`config.mk`:
```
export PLATFORM = sky130hd
export DESIGN_NAME = peripheral_bus_decoder_flat
export DESIGN_NICKNAME = d
export VERILOG_FILES = /design/src/rtl/peripheral_bus_decoder_if.sv /design/src/rtl/peripheral_bus_decoder.sv /design/src/flat_wrapper.sv
export SDC_FILE = /design/constraint.sdc
export NUM_CORES = 1
export LEC_CHECK = 0
export CORE_MARGIN = 2
export CORE_UTILIZATION = 36
export CTS_CLUSTER_DIAMETER = 200
export CTS_CLUSTER_SIZE = 16
export DETAILED_ROUTE_END_ITERATION = 8
export PLACE_DENSITY = 0.81
export SYNTH_ARGS = -nofsm -noshare
export SYNTH_HDL_FRONTEND = slang
export SYNTH_SLANG_ARGS = --single-unit
```
`constraint.sdc`:
```
create_clock -name clk -period 1.76 [get_ports clk]
set_input_delay 0.352 -clock clk [delete_from_list [all_inputs] [get_ports clk]]
set_output_delay 0.352 -clock clk [all_outputs]
set_load 0.02 [all_outputs]
```
`src/rtl/peripheral_bus_decoder_if.sv`:
```
// rtl/peripheral_bus_decoder_if.sv - processor peripheral port and slave channel signals of the decoder
interface peripheral_bus_decoder_if #(
  parameter int NUM_SLAVES = 4,
  parameter int DATA_WIDTH = 32,
  parameter int ADDR_WIDTH = 32
);
  logic                             read;
  logic                             write;
  logic [ADDR_WIDTH-1:0]            address;
  logic [DATA_WIDTH-1:0]            write_data;
  logic [DATA_WIDTH-1:0]            read_data;
  logic                             response;
  logic                             error;
  logic [NUM_SLAVES-1:0]            s_read;
  logic [NUM_SLAVES-1:0]            s_write;
  logic [ADDR_WIDTH-1:0]            s_address;
  logic [DATA_WIDTH-1:0]            s_write_data;
  logic [NUM_SLAVES*DATA_WIDTH-1:0] s_read_data;
  logic [NUM_SLAVES-1:0]            s_response;

  // Environment view: the processor drives requests, the devices drive completions.
  modport master (
    output read, write, address, write_data, s_read_data, s_response,
    input  read_data, response, error, s_read, s_write, s_address, s_write_data
  );

  // Decoder view.
  modport slave (
    input  read, write, address, write_data, s_read_data, s_response,
    output read_data, response, error, s_read, s_write, s_address, s_write_data
  );
endinterface

```
`src/rtl/peripheral_bus_decoder.sv`:
```
// rtl/peripheral_bus_decoder.sv - address-window decoder routing one peripheral port to NUM_SLAVES devices; optional PERIPHERAL_BUS_TIMEOUT_EN adds an ACCESS timeout
module peripheral_bus_decoder #(
  parameter int                    NUM_SLAVES     = 4,
  parameter int                    DATA_WIDTH     = 32,
  parameter int                    ADDR_WIDTH     = 32,
  parameter logic [ADDR_WIDTH-1:0] BASE_ADDRESS   = ADDR_WIDTH'(32'h00001000),
  parameter int                    SPAN_BITS      = 8,
  parameter int                    TIMEOUT_CYCLES = 255,
  parameter logic [DATA_WIDTH-1:0] ERROR_DATA     = DATA_WIDTH'(32'hDEADBEEF)
) (
  input logic                     clk,
  input logic                     rst,
  peripheral_bus_decoder_if.slave bus
);
  localparam int IDX_W = (NUM_SLAVES > 1) ? $clog2(NUM_SLAVES) : 1;

  // Reject parameter values outside the supported ranges at elaboration.
  generate
    if (NUM_SLAVES < 1 || NUM_SLAVES > 16) begin : g_bad_num_slaves
      $error("NUM_SLAVES must be 1..16");
    end
    if (TIMEOUT_CYCLES < 1 || TIMEOUT_CYCLES > 65535) begin : g_bad_timeout
      $error("TIMEOUT_CYCLES must be 1..65535");
    end
  endgenerate

  typedef enum logic [1:0] {IDLE, ACCESS, RESPOND, RELEASE} state_t;

  state_t                state_q;
  state_t                state_d;

  logic                  op_write_q;
  logic [IDX_W-1:0]      idx_q;
  logic [ADDR_WIDTH-1:0] addr_q;
  logic [DATA_WIDTH-1:0] wdata_q;
  logic [DATA_WIDTH-1:0] rdata_q;
  logic                  error_q;

  logic [ADDR_WIDTH-1:0] offset;
  logic [ADDR_WIDTH-1:0] win_idx;
  logic                  req_any;
  logic                  decode_miss;

  logic                  sel_resp;
  logic [DATA_WIDTH-1:0] sel_rdata;
  logic                  timeout_hit;

  logic                  take_req;
  logic                  finish_ok;
  logic                  finish_err;
  logic [NUM_SLAVES-1:0] s_read_d;
  logic [NUM_SLAVES-1:0] s_write_d;

  // Window index uses wrapping unsigned arithmetic; addresses below the base
  // are caught by the explicit compare, not by the wrapped index.
  assign offset      = bus.address - BASE_ADDRESS;
  assign win_idx     = offset >> SPAN_BITS;
  assign req_any     = bus.read | bus.write;
  assign decode_miss = (bus.address < BASE_ADDRESS)
                     | (win_idx >= ADDR_WIDTH'(NUM_SLAVES))
                     | (bus.read & bus.write);

  // Select completion and read data of the latched slave channel only.
  always_comb begin
    sel_resp  = 1'b0;
    sel_rdata = '0;
    for (int i = 0; i < NUM_SLAVES; i++) begin
      if (idx_q == IDX_W'(i)) begin
        sel_resp  = bus.s_response[i];
        sel_rdata = bus.s_read_data[i*DATA_WIDTH +: DATA_WIDTH];
      end
    end
  end

`ifdef PERIPHERAL_BUS_TIMEOUT_EN
  logic [15:0] tmo_cnt_q;

  // Count cycles spent in ACCESS; cleared in every other state.
  always_ff @(posedge clk) begin
    if (rst) begin
      tmo_cnt_q <= '0;
    end else if (state_q == ACCESS) begin
      tmo_cnt_q <= tmo_cnt_q + 16'd1;
    end else begin
      tmo_cnt_q <= '0;
    end
  end

  // Terminal count lands on the last ACCESS cycle so the strobe lasts TIMEOUT_CYCLES.
  assign timeout_hit = (state_q == ACCESS) && (tmo_cnt_q == 16'(TIMEOUT_CYCLES - 1));
`else
  assign timeout_hit = 1'b0;
`endif

  // State register.
  always_ff @(posedge clk) begin
    if (rst) begin
      state_q <= IDLE;
    end else begin
      state_q <= state_d;
    end
  end

  // Next state, request/result controls and slave strobes.
  always_comb begin
    state_d    = state_q;
    take_req   = 1'b0;
    finish_ok  = 1'b0;
    finish_err = 1'b0;
    s_read_d   = '0;
    s_write_d  = '0;
    case (state_q)
      IDLE: begin
        if (req_any) begin
          take_req = 1'b1;
          if (decode_miss) begin
            finish_err = 1'b1;
            state_d    = RESPOND;
          end else begin
            state_d = ACCESS;
          end
        end
      end
      ACCESS: begin
        for (int i = 0; i < NUM_SLAVES; i++) begin
          if (idx_q == IDX_W'(i)) begin
            s_read_d[i]  = ~op_write_q;
            s_write_d[i] = op_write_q;
          end
        end
        // A slave completion in the terminal-count cycle takes priority.
        if (sel_resp) begin
          finish_ok = 1'b1;
          state_d   = RESPOND;
        end else if (timeout_hit) begin
          finish_err = 1'b1;
          state_d    = RESPOND;
        end
      end
      RESPOND: begin
        state_d = RELEASE;
      end
      RELEASE: begin
        if (!req_any) begin
          state_d = IDLE;
        end
      end
      default: begin
        state_d = IDLE;
      end
    endcase
  end

  // Latch the accepted request and record the result shown during RESPOND.
  always_ff @(posedge clk) begin
    if (rst) begin
      op_write_q <= 1'b0;
      idx_q      <= '0;
      addr_q     <= '0;
      wdata_q    <= '0;
      rdata_q    <= '0;
      error_q    <= 1'b0;
    end else begin
      if (take_req) begin
        op_write_q <= bus.write;
        idx_q      <= win_idx[IDX_W-1:0];
        addr_q     <= bus.address;
        wdata_q    <= bus.write_data;
      end
      if (finish_err) begin
        rdata_q <= ERROR_DATA;
        error_q <= 1'b1;
      end else if (finish_ok) begin
        rdata_q <= op_write_q ? '0 : sel_rdata;
        error_q <= 1'b0;
      end
    end
  end

  assign bus.response     = (state_q == RESPOND);
  assign bus.error        = error_q;
  assign bus.read_data    = rdata_q;
  assign bus.s_read       = s_read_d;
  assign bus.s_write      = s_write_d;
  assign bus.s_address    = addr_q;
  assign bus.s_write_data = wdata_q;
endmodule

```
`src/flat_wrapper.sv`:
```
// flat-port wrapper written by rule: the top's interface ports become plain ports
module peripheral_bus_decoder_flat 
#(
  parameter int                    NUM_SLAVES     = 4,
  parameter int                    DATA_WIDTH     = 32,
  parameter int                    ADDR_WIDTH     = 32,
  parameter logic [ADDR_WIDTH-1:0] BASE_ADDRESS   = ADDR_WIDTH'(32'h00001000),
  parameter int                    SPAN_BITS      = 8,
  parameter int                    TIMEOUT_CYCLES = 255,
  parameter logic [DATA_WIDTH-1:0] ERROR_DATA     = DATA_WIDTH'(32'hDEADBEEF)
)
  (clk, rst, bus_read, bus_write, bus_address, bus_write_data, bus_s_read_data, bus_s_response, bus_read_data, bus_response, bus_error, bus_s_read, bus_s_write, bus_s_address, bus_s_write_data);
  peripheral_bus_decoder_if #(.NUM_SLAVES(NUM_SLAVES), .DATA_WIDTH(DATA_WIDTH), .ADDR_WIDTH(ADDR_WIDTH)) bus_i ();
  input logic clk;
  input logic rst;
  input wire logic [$bits(bus_i.read)-1:0] bus_read;
  input wire logic [$bits(bus_i.write)-1:0] bus_write;
  input wire logic [$bits(bus_i.address)-1:0] bus_address;
  input wire logic [$bits(bus_i.write_data)-1:0] bus_write_data;
  input wire logic [$bits(bus_i.s_read_data)-1:0] bus_s_read_data;
  input wire logic [$bits(bus_i.s_response)-1:0] bus_s_response;
  output wire logic [$bits(bus_i.read_data)-1:0] bus_read_data;
  output wire logic [$bits(bus_i.response)-1:0] bus_response;
  output wire logic [$bits(bus_i.error)-1:0] bus_error;
  output wire logic [$bits(bus_i.s_read)-1:0] bus_s_read;
  output wire logic [$bits(bus_i.s_write)-1:0] bus_s_write;
  output wire logic [$bits(bus_i.s_address)-1:0] bus_s_address;
  output wire logic [$bits(bus_i.s_write_data)-1:0] bus_s_write_data;
  assign bus_i.read = bus_read;
  assign bus_i.write = bus_write;
  assign bus_i.address = bus_address;
  assign bus_i.write_data = bus_write_data;
  assign bus_i.s_read_data = bus_s_read_data;
  assign bus_i.s_response = bus_s_response;
  assign bus_read_data = bus_i.read_data;
  assign bus_response = bus_i.response;
  assign bus_error = bus_i.error;
  assign bus_s_read = bus_i.s_read;
  assign bus_s_write = bus_i.s_write;
  assign bus_s_address = bus_i.s_address;
  assign bus_s_write_data = bus_i.s_write_data;
  peripheral_bus_decoder #(.NUM_SLAVES(NUM_SLAVES), .DATA_WIDTH(DATA_WIDTH), .ADDR_WIDTH(ADDR_WIDTH), .BASE_ADDRESS(BASE_ADDRESS), .SPAN_BITS(SPAN_BITS), .TIMEOUT_CYCLES(TIMEOUT_CYCLES), .ERROR_DATA(ERROR_DATA)) u_core (.clk(clk), .rst(rst), .bus(bus_i));
endmodule
```
==> impl_metrics.csv, run 1 <==
group,metric,value,unit
clock_network,clk_pin_slew,0.07,ns
sta,setup_viol,0,
sta,final_max_slew_viol_count,0,
yosys,synthCells,564,
route,wl_met2,8790,um
die,row_count,41,
power_and_ir_drop,power_frac_clock,18.0,%
placement,pre_cts_ws,-0.369,ns
power_and_ir_drop,power_frac_seq,29.1,%
power_and_ir_drop,power.switching,0.00417,W
worst_setup_path,crit_path_start_kind,"flop",
run,drv_cap,0,
yosys,synth_flop_cell,"dfxtp_1",
yosys,synth.avg_cell_area,8.29,sq um
route,vias,5380,
sta,max_freq,0.584,GHz
worst_setup_path,critPathMaxFanout,2,
clock_network,cts_buffer_depth,2,
route,firstDrtPassIters,4,
yosys,ys_ff_latch,100,
worst_setup_path,path_delay_family,"buffers and inverters",
worst_setup_path,required,1.41,ns
global_route,grt_pass1_wl,27000,um
yosys,yosys_warnings,0,
layout,design_area,0.00871,sq mm
clock_network,cts_buffers,9,
die,ios,306,
route,wl_per_cell,17.1,um
route,avgViaCountPerCell,5.09,
layout,layout-drive-gt1-share,11.1,%
power_and_ir_drop,power,0.0110,W
sta,finalCritPeriodShare,97.3,%
power_and_ir_drop,p_leak,3.17,nW
clock_network,cts_max_level,3,
worst_setup_path,end_kind,"primary output",
sta,skew,0.00969,ns
global_route,grt_pass1_vias,5189,
yosys,syn_area,0.00468,sq mm
yosys,synth-seq-area-share,42.8,%
sta,min_period,1.71,ns
power_and_ir_drop,powerDensity,1260,mW/mm^2
yosys,synth.distinct_cells,28,
sta,setup_slack,0.0474,ns
die,die_area,0.0139,sq mm
die,die_h,118,um
placement,numPortBuffers,305,
clock_network,ctsRootBufferMaster,"clkbuf_16",
route,drc,0,
route,drt_iter0_markers,311,
sta,hold_viol,0,
yosys,async_reset_ff_share,0,%
layout,final_util,68.7,%
die,die_width,118,um
placement,place.gp.congestion,0.794,
yosys,synthesis.nets,768,
worst_setup_path,cp_slowest_cell,"clkdlybuf4s50_1",
worst_setup_path,path_cells,"clkdlybuf4s50_1",
outcome,status,"complete, no violations",
die,start_util,36.9,%
die,fp.coreArea,0.0127,sq mm
global_route,grt-ovfl-total,0,
power_and_ir_drop,comb_power_share,52.9,%
clock_network,clock_sinks,100,
clock_network,cts_tree,"yes",
sta,tns,0,ns
worst_hold_path,hp-class,"in -> reg",
global_route,grt_use_total,24.1,%
placement,dpl-instance-area,0.00809,sq mm
power_and_ir_drop,swShare,38.1,%
global_route,grt_max_degree,64,
worst_setup_path,crit_path_max_incr_delay,0.64,ns
power_and_ir_drop,p_int,0.00679,W
yosys,synth_edf_count,0,
global_route,antenna_found_initial,1,
worst_setup_path,crit_buf_inv,1,
route,route.met3.wl,1700,um
clock_network,clock_latency,0.34,ns
layout,final_nets,1084,
route,ant_nets,0,
route,wl,18100,um
sta,max_slew.worst_pin.slew,0.404,ns
route,top_layer,"met4",
worst_setup_path,setup.worst_path.class,"reg -> out",
layout,area_delta_synth_final,86.2,%
sta,slew_headroom,73.1,%
placement,dp_hpwl,12900,um
route,met1_length,6910,um
power_and_ir_drop,ir_drop,0.739,mV
worst_setup_path,cp_data_arrival_time,1.36,ns
## power groups by stage
stage          Clock [W]  Sequential (W)  Combinational, W
2_1_floorplan          0         0.00387           0.00217
3_3_place_gp           0         0.00319           0.00527
3_5_place_dp           0         0.00322           0.00531
4_1_cts          0.00200         0.00317           0.00532
5_1_grt          0.00212         0.00326           0.00622
6_report         0.00197         0.00319           0.00581
## through the flow
step / std cells / hold slack (ns)
2_1_floorplan: 564 / 0.460
3_3_place_gp: 1027 / 0.440
3_5_place_dp: 1027 / 0.446
4_1_cts: 1043 / 0.346
5_1_grt: 1058 / 0.320
6_report: 1058 / 0.314
## metal layers
layer	vias to the layer above	global-route usage, %
met1	2459	26.6
met3	42	9.21
met2	257	41.2
met4	0	10.5
met5	-	0
li1	2622	-
## cell usage in the layout (no fill, tap or decap), types with 2 or more instances in the layout
cell and instances:
a21oi_1 91, buf_12 9, buf_2 8, buf_4 34, clkbuf_16 16, clkbuf_8 3
clkdlybuf4s50_1 290, dfxtp_1 97, dfxtp_2 2, dlymetal6s2s_1 3, ha_4 2, inv_1 2
mux2i_1 65, mux2i_4 2, nand2_1 135, nand2b_1 6, nand3_1 3, nor2_1 8
nor2b_1 2, nor3_1 9, nor3_2 3, nor4_1 2, nor4_2 2, o21ai_0 5
o21ai_1 29, o221ai_1 32
## cell type report
| class | instances | area, sq um |
|---|---|---|
| fill | 998 | 3960 |
| timing repair buffer | 356 | 3660 |
| multi-input combinational | 410 | 2520 |
| sequential | 100 | 2010 |
| clock buffer | 12 | 267 |
| tap | 172 | 215 |
| clock inverter | 4 | 30.0 |
| inverter | 3 | 11.3 |
| antenna | 1 | 2.50 |
## kinds of logic after synthesis
| kind of cell | count (synthesis) | share of synthesized area [%] |
|---|---|---|
| muxes | 67 | 14.3 |
| and+or+nand+nor | 177 | 15.8 |
| buffers and inverters | 54 | 5.86 |
| AOI/OAI and AO/OA | 161 | 20.0 |
| DFF | 100 | 42.8 |
| xor gates and xnor gates | 1 | 0.187 |
| adders and majority gates | 4 | 1.07 |
## repair_timing
| action | in CTS | in global routing |
|---|---|---|
| pin swaps | 1 | 6 |
| cloned | 0 | 8 |
| hold buffers | 0 | 0 |
| endpoints found under the setup margin | 22 | 48 |
| resized for setup | 42 | 25 |
| setup buffers | 0 | 6 |
## synth_stat cells, drive strengths merged (3+ instances only)
master	number	area share, %
a21oi	91	9.7
buf	34	4.3
clkbuf	17	1.4
dfxtp	100	43
ha	4	1.1
inv	3	0.24
mux2i	67	14
nand2	136	11
nand2b	7	0.94
nand3	3	0.32
nor2	9	0.72
nor2b	3	0.40
nor3	12	1.5
nor4	4	0.53
o21ai	35	3.7
o221ai	32	6.0
## sequential cells by signal, indices dropped and copies added (netlist names)
signal                   cells
u_core.bus.read_data        32
u_core.bus.s_address        32
u_core.bus.s_write_data     32
u_core.bus.error             1
u_core.op_write_q            1
u_core.state_q               2
## worst register-to-register path, cell delays in order, from the launching register on
cell	delay, ns
dfxtp_1	0.34
inv_2	0.06
ha_4	0.15
buf_4	0.14
nand2b_1	0.11
o22ai_4	0.08
buf_12	0.16
buf_12	0.13
clkbuf_16	0.16
o21ai_0	0.17
a21oi_1	0.09
## final timing paths
kind / depth (start not counted) / from / endpoint / slack, ns
hold / removal: 3 / bus_address[29] / u_core.bus.s_address[29]$_SDFFE_PP0P_ / 0.31
setup reg to reg: 10 / u_core.state_q[1]$_SDFFE_PP0P_ / u_core.bus.read_data[3]$_SDFFE_PP0P_ / 0.06
setup / recovery: 1 / u_core.bus.s_address[28]$_SDFFE_PP0P_ / bus_s_address[28] / 0.05
hold reg to reg: 2 / u_core.bus.s_write_data[12]$_SDFFE_PP0P_ / u_core.bus.s_write_data[12]$_SDFFE_PP0P_ / 0.45
Note: power is estimated with default switching activity, not from simulation.
==> run 2: changes to the inputs <==
Settings changed: RECOVER_POWER set to 100.
==> impl_metrics.csv, run 2 (synthesized netlist as in run 1, its figures left out) <==
group,metric,value,unit
outcome,status,"complete, no violations",
placement,placedCellCount,1027,
power_and_ir_drop,powerDensity,1250,mW/mm^2
die,fp.coreArea,0.0127,sq mm
run,drv_cap,0,
power_and_ir_drop,power_frac_seq,29.3,%
worst_setup_path,required,1.41,ns
route,wl,18000,um
route,vias,5375,
sta,slew_headroom,73.4,%
layout,layout-drive-gt1-share,11.0,%
global_route,grt-ovfl-total,0,
clock_network,ctsRootBufferMaster,"clkbuf_16",
placement,numPortBuffers,305,
global_route,grt_pass1_vias,5189,
die,ios,306,
clock_network,cts_buffers,9,
clock_network,clock_latency,0.35,ns
clock_network,cts_max_level,3,
die,die_h,118,um
worst_setup_path,crit_buf_inv,1,
worst_setup_path,setup.worst_path.class,"reg -> out",
sta,max_freq,0.582,GHz
layout,multi_input_area,0.00252,sq mm
layout,final_util,68.4,%
layout,final_nets,1084,
worst_setup_path,path_delay_family,"buffers and inverters",
worst_setup_path,end_kind,"primary output",
sta,skew,0.00949,ns
die,row_count,41,
sta,hold_viol,0,
worst_setup_path,path_cells,"dlygate4sd3_1",
power_and_ir_drop,power,0.0109,W
power_and_ir_drop,p_int,0.00670,W
sta,min_period,1.72,ns
sta,final_max_slew_viol_count,0,
global_route,grt_max_degree,64,
worst_setup_path,cp_data_arrival_time,1.37,ns
power_and_ir_drop,p_leak,3.18,nW
sta,finalCritPeriodShare,97.7,%
power_and_ir_drop,power.switching,0.00416,W
layout,filler_cell_count,1006,
layout,final_cell_mix,"278 x clkdlybuf4s50_1, 135 x nand2_1, 97 x dfxtp_1, 91 x a21oi_1, 65 x mux2i_1",
worst_setup_path,cp_slowest_cell,"dlygate4sd3_1",
worst_setup_path,crit_path_max_incr_delay,0.69,ns
placement,dp_hpwl,12900,um
route,avgViaCountPerCell,5.08,
route,wl_per_cell,17.0,um
sta,hold_slack,0.314,ns
power_and_ir_drop,ir_drop,0.739,mV
worst_setup_path,critPathMaxFanout,2,
power_and_ir_drop,swShare,38.3,%
global_route,grt_use_total,24.1,%
layout,regArea,0.00201,sq mm
global_route,antenna_found_initial,1,
clock_network,clock_sinks,100,
layout,fin_cells,1058,
sta,max_slew.worst_pin.slew,0.399,ns
route,drt_iter0_markers,312,
route,ant_nets,0,
placement,place.gp.congestion,0.794,
die,die_width,118,um
worst_hold_path,hp-class,"in -> reg",
clock_network,cts_buffer_depth,2,
global_route,grt_pass1_wl,27000,um
layout,layout_commonest_cell,"clkdlybuf4s50_1",
sta,setup_viol,0,
power_and_ir_drop,power_frac_clock,18.2,%
worst_setup_path,crit_path_start_kind,"flop",
power_and_ir_drop,comb_power_share,52.5,%
route,drc,0,
layout,area_delta_synth_final,85.2,%
clock_network,cts_tree,"yes",
die,start_util,36.9,%
die,die_area,0.0139,sq mm
route,firstDrtPassIters,5,
clock_network,clk_pin_slew,0.07,ns
## run 2: area by class of cell
class                   count  area share, %
inverters                   3          0.130
clock buffers              12           3.08
clock inverters             4          0.347
repair buffers            356           41.7
diodes                      1         0.0289
flip-flops and latches    100           23.2
well taps                 172           2.48
multi-input cells         410           29.1
## run 2: power by group through the flow
| stage | Clock [W] | Combinational [W] | Sequential [W] |
|---|---|---|---|
| 2_1_floorplan | 0 | 0.00217 | 0.00387 |
| 3_3_place_gp | 0 | 0.00527 | 0.00319 |
| 3_5_place_dp | 0 | 0.00531 | 0.00322 |
| 4_1_cts | 0.00200 | 0.00532 | 0.00317 |
| 5_1_grt | 0.00212 | 0.00611 | 0.00325 |
| 6_report | 0.00197 | 0.00571 | 0.00319 |
## run 2: worst paths after layout
path	startpoint	endpoint	slack [ns]	cells past startpoint
worst max-delay path	u_core.bus.read_data[29]$_SDFFE_PP0P_	bus_read_data[29]	0.04	1
worst min-delay path	bus_address[29]	u_core.bus.s_address[29]$_SDFFE_PP0P_	0.31	3
worst max register to register	u_core.state_q[1]$_SDFFE_PP0P_	u_core.bus.read_data[29]$_SDFFE_PP0P_	0.06	10
worst min register to register	u_core.bus.s_write_data[27]$_SDFFE_PP0P_	u_core.bus.s_write_data[27]$_SDFFE_PP0P_	0.45	2
## run 2: metrics by stage
stage               setup slack (ns)  instance area, sq um  setup TNS, ns
global route                 -0.0167                  8660        -0.0372
CTS                          0.00328                  8360              0
global placement              -0.329                  8090         -10.94
finish                        0.0407                  8660              0
detailed placement            -0.369                  8090         -12.52
floorplan                      0.164                  4680              0
## run 2: timing repair
item	4_1_cts	5_1_grt
buffers inserted	0	6
gates cloned	0	8
resized for setup	42	25
pin swaps	1	6
hold buffers	0	0
setup endpoints to repair	22	48
## run 2: routing by layer
metal | wire length [um] | GRT usage (%) | vias up
li1 | - | - | 2624
met5 | 0 | 0 | -
met3 | 1710 | 9.21 | 42
met2 | 8810 | 41.2 | 248
met1 | 6840 | 26.6 | 2461
met4 | 660 | 10.5 | 0
